--- src/rtl/mem_arb_pkg.sv ---
// rtl/mem_arb_pkg.sv - shared encodings and defaults for the memory port arbiter
// Contents: FSM state codes, grant side codes, default address/data widths.
package mem_arb_pkg;

    localparam int ADDR_W_DEF = 28;
    localparam int DATA_W_DEF = 128;

    localparam logic [1:0] S_IDLE = 2'd0;
    localparam logic [1:0] S_BUSY = 2'd1;
    localparam logic [1:0] S_RESP = 2'd2;

    localparam logic G_I = 1'b0;
    localparam logic G_D = 1'b1;

    typedef enum logic [1:0] {
        ST_IDLE = S_IDLE,
        ST_BUSY = S_BUSY,
        ST_RESP = S_RESP
    } arb_state_t;

endpackage

--- src/rtl/rr_pick2.sv ---
// rtl/rr_pick2.sv - combinational two-way round-robin select
// Ports:
//   req_i, req_d  : request levels from the I-side and D-side
//   last_grant    : side granted most recently (G_I / G_D)
//   gnt_valid     : at least one side is requesting
//   gnt_sel       : side to grant (meaningful only when gnt_valid)
module rr_pick2
    import mem_arb_pkg::*;
(
    input  logic req_i,
    input  logic req_d,
    input  logic last_grant,
    output logic gnt_valid,
    output logic gnt_sel
);

    always_comb begin
        gnt_valid = req_i | req_d;
        if (req_i && req_d) begin
            // Tie: the side that did not win last time goes first.
            gnt_sel = ~last_grant;
        end else if (req_d) begin
            gnt_sel = G_D;
        end else begin
            gnt_sel = G_I;
        end
    end

endmodule

--- src/rtl/mem_port_arbiter.sv ---
// rtl/mem_port_arbiter.sv - shares one main-memory port between I-cache and D-cache
// Ports:
//   clk, rst                       : clock, synchronous active-high reset
//   i_read/i_write/i_addr/i_wdata  : I-cache request (level, held until i_ready)
//   i_ready/i_rdata                : I-cache one-cycle completion and read line
//   d_*                            : same set for the D-cache
//   mem_read/mem_write/mem_addr/mem_wdata : registered memory request
//   mem_rdata/mem_ready            : memory read line and one-cycle completion
module mem_port_arbiter
    import mem_arb_pkg::*;
#(
    parameter int ADDR_W = ADDR_W_DEF,
    parameter int DATA_W = DATA_W_DEF
) (
    input  logic              clk,
    input  logic              rst,
    input  logic              i_read,
    input  logic              i_write,
    input  logic [ADDR_W-1:0] i_addr,
    input  logic [DATA_W-1:0] i_wdata,
    output logic              i_ready,
    output logic [DATA_W-1:0] i_rdata,
    input  logic              d_read,
    input  logic              d_write,
    input  logic [ADDR_W-1:0] d_addr,
    input  logic [DATA_W-1:0] d_wdata,
    output logic              d_ready,
    output logic [DATA_W-1:0] d_rdata,
    output logic              mem_read,
    output logic              mem_write,
    output logic [ADDR_W-1:0] mem_addr,
    output logic [DATA_W-1:0] mem_wdata,
    input  logic [DATA_W-1:0] mem_rdata,
    input  logic              mem_ready
);

    arb_state_t r_state;
    arb_state_t w_state_nxt;
    logic       r_last_grant;
    logic       r_grant_sel;
    logic       w_req_i;
    logic       w_req_d;
    logic       w_gnt_valid;
    logic       w_gnt_sel;

    assign w_req_i = i_read | i_write;
    assign w_req_d = d_read | d_write;

    rr_pick2 u_pick (
        .req_i      (w_req_i),
        .req_d      (w_req_d),
        .last_grant (r_last_grant),
        .gnt_valid  (w_gnt_valid),
        .gnt_sel    (w_gnt_sel)
    );

    always_comb begin
        w_state_nxt = r_state;
        case (r_state)
            ST_IDLE: if (w_gnt_valid) w_state_nxt = ST_BUSY;
            ST_BUSY: if (mem_ready)   w_state_nxt = ST_RESP;
            ST_RESP: w_state_nxt = ST_IDLE;
            default: w_state_nxt = ST_IDLE;
        endcase
    end

    always_ff @(posedge clk) begin
        if (rst) begin
            r_state      <= ST_IDLE;
            r_last_grant <= G_I;
            r_grant_sel  <= G_I;
            mem_read     <= 1'b0;
            mem_write    <= 1'b0;
            mem_addr     <= '0;
            mem_wdata    <= '0;
            i_ready      <= 1'b0;
            d_ready      <= 1'b0;
            i_rdata      <= '0;
            d_rdata      <= '0;
        end else begin
            r_state <= w_state_nxt;
            // Ready pulses are only ever set for the single RESP cycle.
            i_ready <= 1'b0;
            d_ready <= 1'b0;
            case (r_state)
                ST_IDLE: begin
                    if (w_gnt_valid) begin
                        r_grant_sel  <= w_gnt_sel;
                        r_last_grant <= w_gnt_sel;
                        // A side asserting both strobes is treated as a write.
                        if (w_gnt_sel == G_D) begin
                            mem_write <= d_write;
                            mem_read  <= d_read & ~d_write;
                            mem_addr  <= d_addr;
                            mem_wdata <= d_wdata;
                        end else begin
                            mem_write <= i_write;
                            mem_read  <= i_read & ~i_write;
                            mem_addr  <= i_addr;
                            mem_wdata <= i_wdata;
                        end
                    end
                end
                ST_BUSY: begin
                    if (mem_ready) begin
                        mem_read  <= 1'b0;
                        mem_write <= 1'b0;
                        if (r_grant_sel == G_D) begin
                            d_rdata <= mem_rdata;
                            d_ready <= 1'b1;
                        end else begin
                            i_rdata <= mem_rdata;
                            i_ready <= 1'b1;
                        end
                    end
                end
                ST_RESP: ;
                default: ;
            endcase
        end
    end

endmodule

--- config.mk ---
export PLATFORM = sky130hd
export DESIGN_NAME = mem_port_arbiter
export DESIGN_NICKNAME = d
export VERILOG_FILES = /design/src/rtl/mem_arb_pkg.sv /design/src/rtl/rr_pick2.sv /design/src/rtl/mem_port_arbiter.sv
export SDC_FILE = /design/constraint.sdc
export NUM_CORES = 1
export LEC_CHECK = 0
export ABC_AREA = 1
export BUFFER_PORTS_ARGS = -buffer_cell sky130_fd_sc_hd__buf_2
export CAP_MARGIN = 20
export CORE_AREA = 5 5 337 339
export DETAILED_ROUTE_END_ITERATION = 8
export DIE_AREA = 0 0 342 344
export PLACE_DENSITY = 0.44
export SYNTH_ARGS = -nofsm -noshare
export SYNTH_HDL_FRONTEND = slang
export SYNTH_HIERARCHICAL = 1
export SYNTH_SLANG_ARGS = --single-unit
--- constraint.sdc ---
create_clock -name clk -period 2.28 [get_ports clk]
set_input_delay 0.114 -clock clk [delete_from_list [all_inputs] [get_ports clk]]
set_output_delay 0.114 -clock clk [all_outputs]
set_load 0.03 [all_outputs]
==> flow_metrics.env <==
export IMPL_final_setup_viol_count=7
export IMPL_ff_latch_area_um2=8390
export IMPL_critPathCapture="mem_addr[27]$_SDFFE_PP0P_"
export IMPL_multi_input_combinational_cell_area_um2=7110
export IMPL_globalRouteTotalUtil=0.138
export IMPL_drive_above_1_share=0.285
export IMPL_detailed_place_hpwl_um=64700
export IMPL_number_of_nets_in_the_synthesized_netlist=2786
export IMPL_drc=0
export IMPL_first_pass_grt_wire_length_um=125000
export IMPL_cp_max_fo=16
export IMPL_yosys_warnings=6
export IMPL_synth_top_family_by_area="simple AND/OR/NAND/NOR gates"
export IMPL_globalRoute_totalOverflow=0
export IMPL_fmaxAchievable_mhz=436
export IMPL_worst_endpoint_arrival_ns=2.78
export IMPL_placeableCoreArea_um2=110000
export IMPL_fin_skew_ns=0.0222
export IMPL_yosys_cell_count_top_type="nor2_1"
export IMPL_synth_mux_area_frac=0
export IMPL_layout_cell_area_non_filler_um2=28900
export IMPL_routedWlPerCell_um=17.4
export IMPL_post_synth_and_or_nand_nor_area_fraction=0.304
export IMPL_wl_um=89400
export IMPL_syn2layout_area_growth_pct=76.9
export IMPL_initial_utilization=0.149
export IMPL_hp_class="in2reg"
export IMPL_outcome="finished, violations left"
export IMPL_detail_route_iter0_violations=990
export IMPL_synth_largest_area_cell="dfxtp_1"
export IMPL_layout_setup_ws_ns=-0.0118
export IMPL_maximum_number_of_pins_on_one_net_before_global_route_repair=106
export IMPL_synth_edff_count=0
export IMPL_period_minus_slack_ns=2.29
export IMPL_cts_root_to_sink_buffers=3
export IMPL_buffer_ports_inserted=862
export IMPL_worst_vdd_drop_mv=0.501
export IMPL_critical_path_startpoint="i_read"
export IMPL_setup_worst_path_start_class="input pin"
export IMPL_synth_adder_area_share=0
export IMPL_synth_seq_cells=419
export IMPL_period_share=1.01
export IMPL_drv_max_cap_violation_count=0
export IMPL_place_congestion=0.853
export IMPL_ant_nets=0
export IMPL_clock_pin_slew_on_the_worst_setup_and_hold_paths_ns=0.06
export IMPL_leakage_nw=14.4
export IMPL_reg2reg_depth=9
export IMPL_grt_antenna_before_repair=6
export IMPL_clock_sinks=419
export IMPL_synth_commonest_cells="nor2_1 (831), nand2_1 (478), dfxtp_1 (419)"
export IMPL_regToRegEndpoint="mem_addr[27]$_SDFFE_PP0P_"
export IMPL_tightest_slew_ns=0.432
export IMPL_critPathCaptureType="flip-flop"
export IMPL_dieHeight_um=344
export IMPL_cp_required_ns=2.76
export IMPL_synthesis_area_um2=16400
export IMPL_worstSetupPathType="in2reg"
export IMPL_synth_area_top_cells="dfxtp_1 (51%), nor2_1 (19%), o21ai_0 (13%)"
export IMPL_synth_compound_area_share=0.128
export IMPL_placementRows=122
export IMPL_power_per_cell_area_nw_per_um2=779
export IMPL_numCtsBuffers=50
export IMPL_drt_first_pass_iters=5
export IMPL_syn_area_per_cell_um2=6.99
export IMPL_timing_slew_headroom=0.712
export IMPL_fin_setup_tns_ns=-0.0428
export IMPL_cts_tree="yes"
export IMPL_hold_violations=0
export IMPL_failed_checks="negative setup slack"
export IMPL_reg2reg_setup_slack_ns=0.08
export IMPL_via_count_of_the_first_global_routing_pass=19900
export IMPL_finalMaxSlewViolations=0
export IMPL_synth_async_sr_flop_share=0
export IMPL_worstHoldPathCells=4
export IMPL_clk_root_buffer_cell="clkbuf_16"
export IMPL_rr_startpoint="r_grant_sel$_SDFFE_PP0P_"
export IMPL_clock_latency_on_the_worst_skew_pair_ns=0.60
export IMPL_synthesis_instances=2339
export IMPL_yosys_area_top_type_share=0.513
export IMPL_synth_area_in_xor_xnor=0
export IMPL_most_used_flip_flop_cell_after_synthesis="dfxtp_1"
export IMPL_ys_seq_area_frac=0.513
export IMPL_die_width_um=342
export IMPL_post_dp_cell_area_um2=22600
export IMPL_layout_filler_cells=12200
export IMPL_drt_vias_per_instance=3.86
export IMPL_final_net_count=4061
export IMPL_die_area_um2=118000
export IMPL_holdWs_ns=0.280
export IMPL_h_tree_depth=2
export IMPL_design_portCount=863
export IMPL_synth_lib_cells_used_distinct=20
export IMPL_dr_total_vias=19900
==> routing by layer <==
layer,track usage,wire [um],up-vias
met4,0.0470,3260,4
met3,0.0493,8470,128
met2,0.242,42700,763
met5,0,28,-
met1,0.157,34900,9078
li1,-,-,9898
==> how the worst min path moves through the flow <==
stage	slack (ns)	endpoint	from
after floorplan	0.18	mem_write$_SDFFE_PP0P_	rst
after global placement	0.35	d_rdata[22]$_SDFFE_PP0P_	mem_rdata[22]
after detailed placement	0.36	d_rdata[0]$_SDFFE_PP0P_	mem_rdata[0]
after CTS	0.22	d_rdata[22]$_SDFFE_PP0P_	mem_rdata[22]
after global routing	0.26	d_rdata[86]$_SDFFE_PP0P_	mem_rdata[86]
final	0.28	d_rdata[22]$_SDFFE_PP0P_	mem_rdata[22]
==> registers in the layout (all words and copies together), names as in the netlist <==
signal       count
mem_read         1
i_ready          1
mem_write        1
d_rdata        128
i_rdata        128
mem_wdata      128
r_grant_sel      1
r_state          2
mem_addr        28
d_ready          1
==> metrics by stage <==
stage                     cells  total power [mW]  setup WS [ns]  utilization
after floorplan            2339              11.4          0.834            -
after global placement     4589              13.6          0.333        0.205
after detailed placement   4589              13.6          0.296        0.205
after CTS                  5127              22.8         0.0101        0.261
after global routing       5141              23.7        -0.0303        0.263
final                      5143              22.5        -0.0118        0.263
==> where the power goes <==
part	total [mW]	switching, mW	leakage [nW]	internal, mW
logic	6.15	3.82	10.2	2.33
clock network	8.08	3.36	0.806	4.72
registers	8.32	0.343	3.44	7.97
==> worst max-delay path, cell delays in order <==
cell,delay [ns]
dlygate4sd3_1,0.55
buf_2,0.14
or2_4,0.24
a21oi_4,0.29
clkinv_8,0.16
buf_4,0.18
clkbuf_16,0.18
nand2_1,0.07
nand2_1,0.04
dlygate4sd3_1,0.54
o21ai_0,0.18
nor2_1,0.06
==> cells in the final DEF (no fill, tap or decap), drive strengths merged, types with 12 or more instances in the layout <==
| master | count |
|---|---|
| buf | 941 |
| clkbuf | 77 |
| clkinv | 12 |
| dfxtp | 419 |
| dlygate4sd3 | 448 |
| inv | 12 |
| nand2 | 481 |
| nor2 | 832 |
| o21ai | 414 |
==> cells by family after synthesis <==
family,after synthesis
AO/OA/AOI/OAI,418
flip-flops,419
buffers and inverters,182
AND/OR/NAND/NOR,1320
==> repair_timing <==
action | 4_1_cts | 5_1_grt
endpoints found under the hold margin | 417 | 0
hold buffers | 448 | 0
endpoints found under the setup margin | 0 | 103
buffers inserted | 0 | 9
gates resized for setup | 0 | 44
==> final cells by class <==
class | count | share of cell area
multi-input cells | 1738 | 0.246
well taps | 1488 | 0.0643
repair inverters | 1 | 0.000303
clock inverters | 16 | 0.00566
clock buffers | 74 | 0.0512
flip-flops and latches | 419 | 0.290
inverters | 12 | 0.00259
diodes | 3 | 0.000259
repair buffers | 1392 | 0.340
Power figures use the tool's default switching activity.
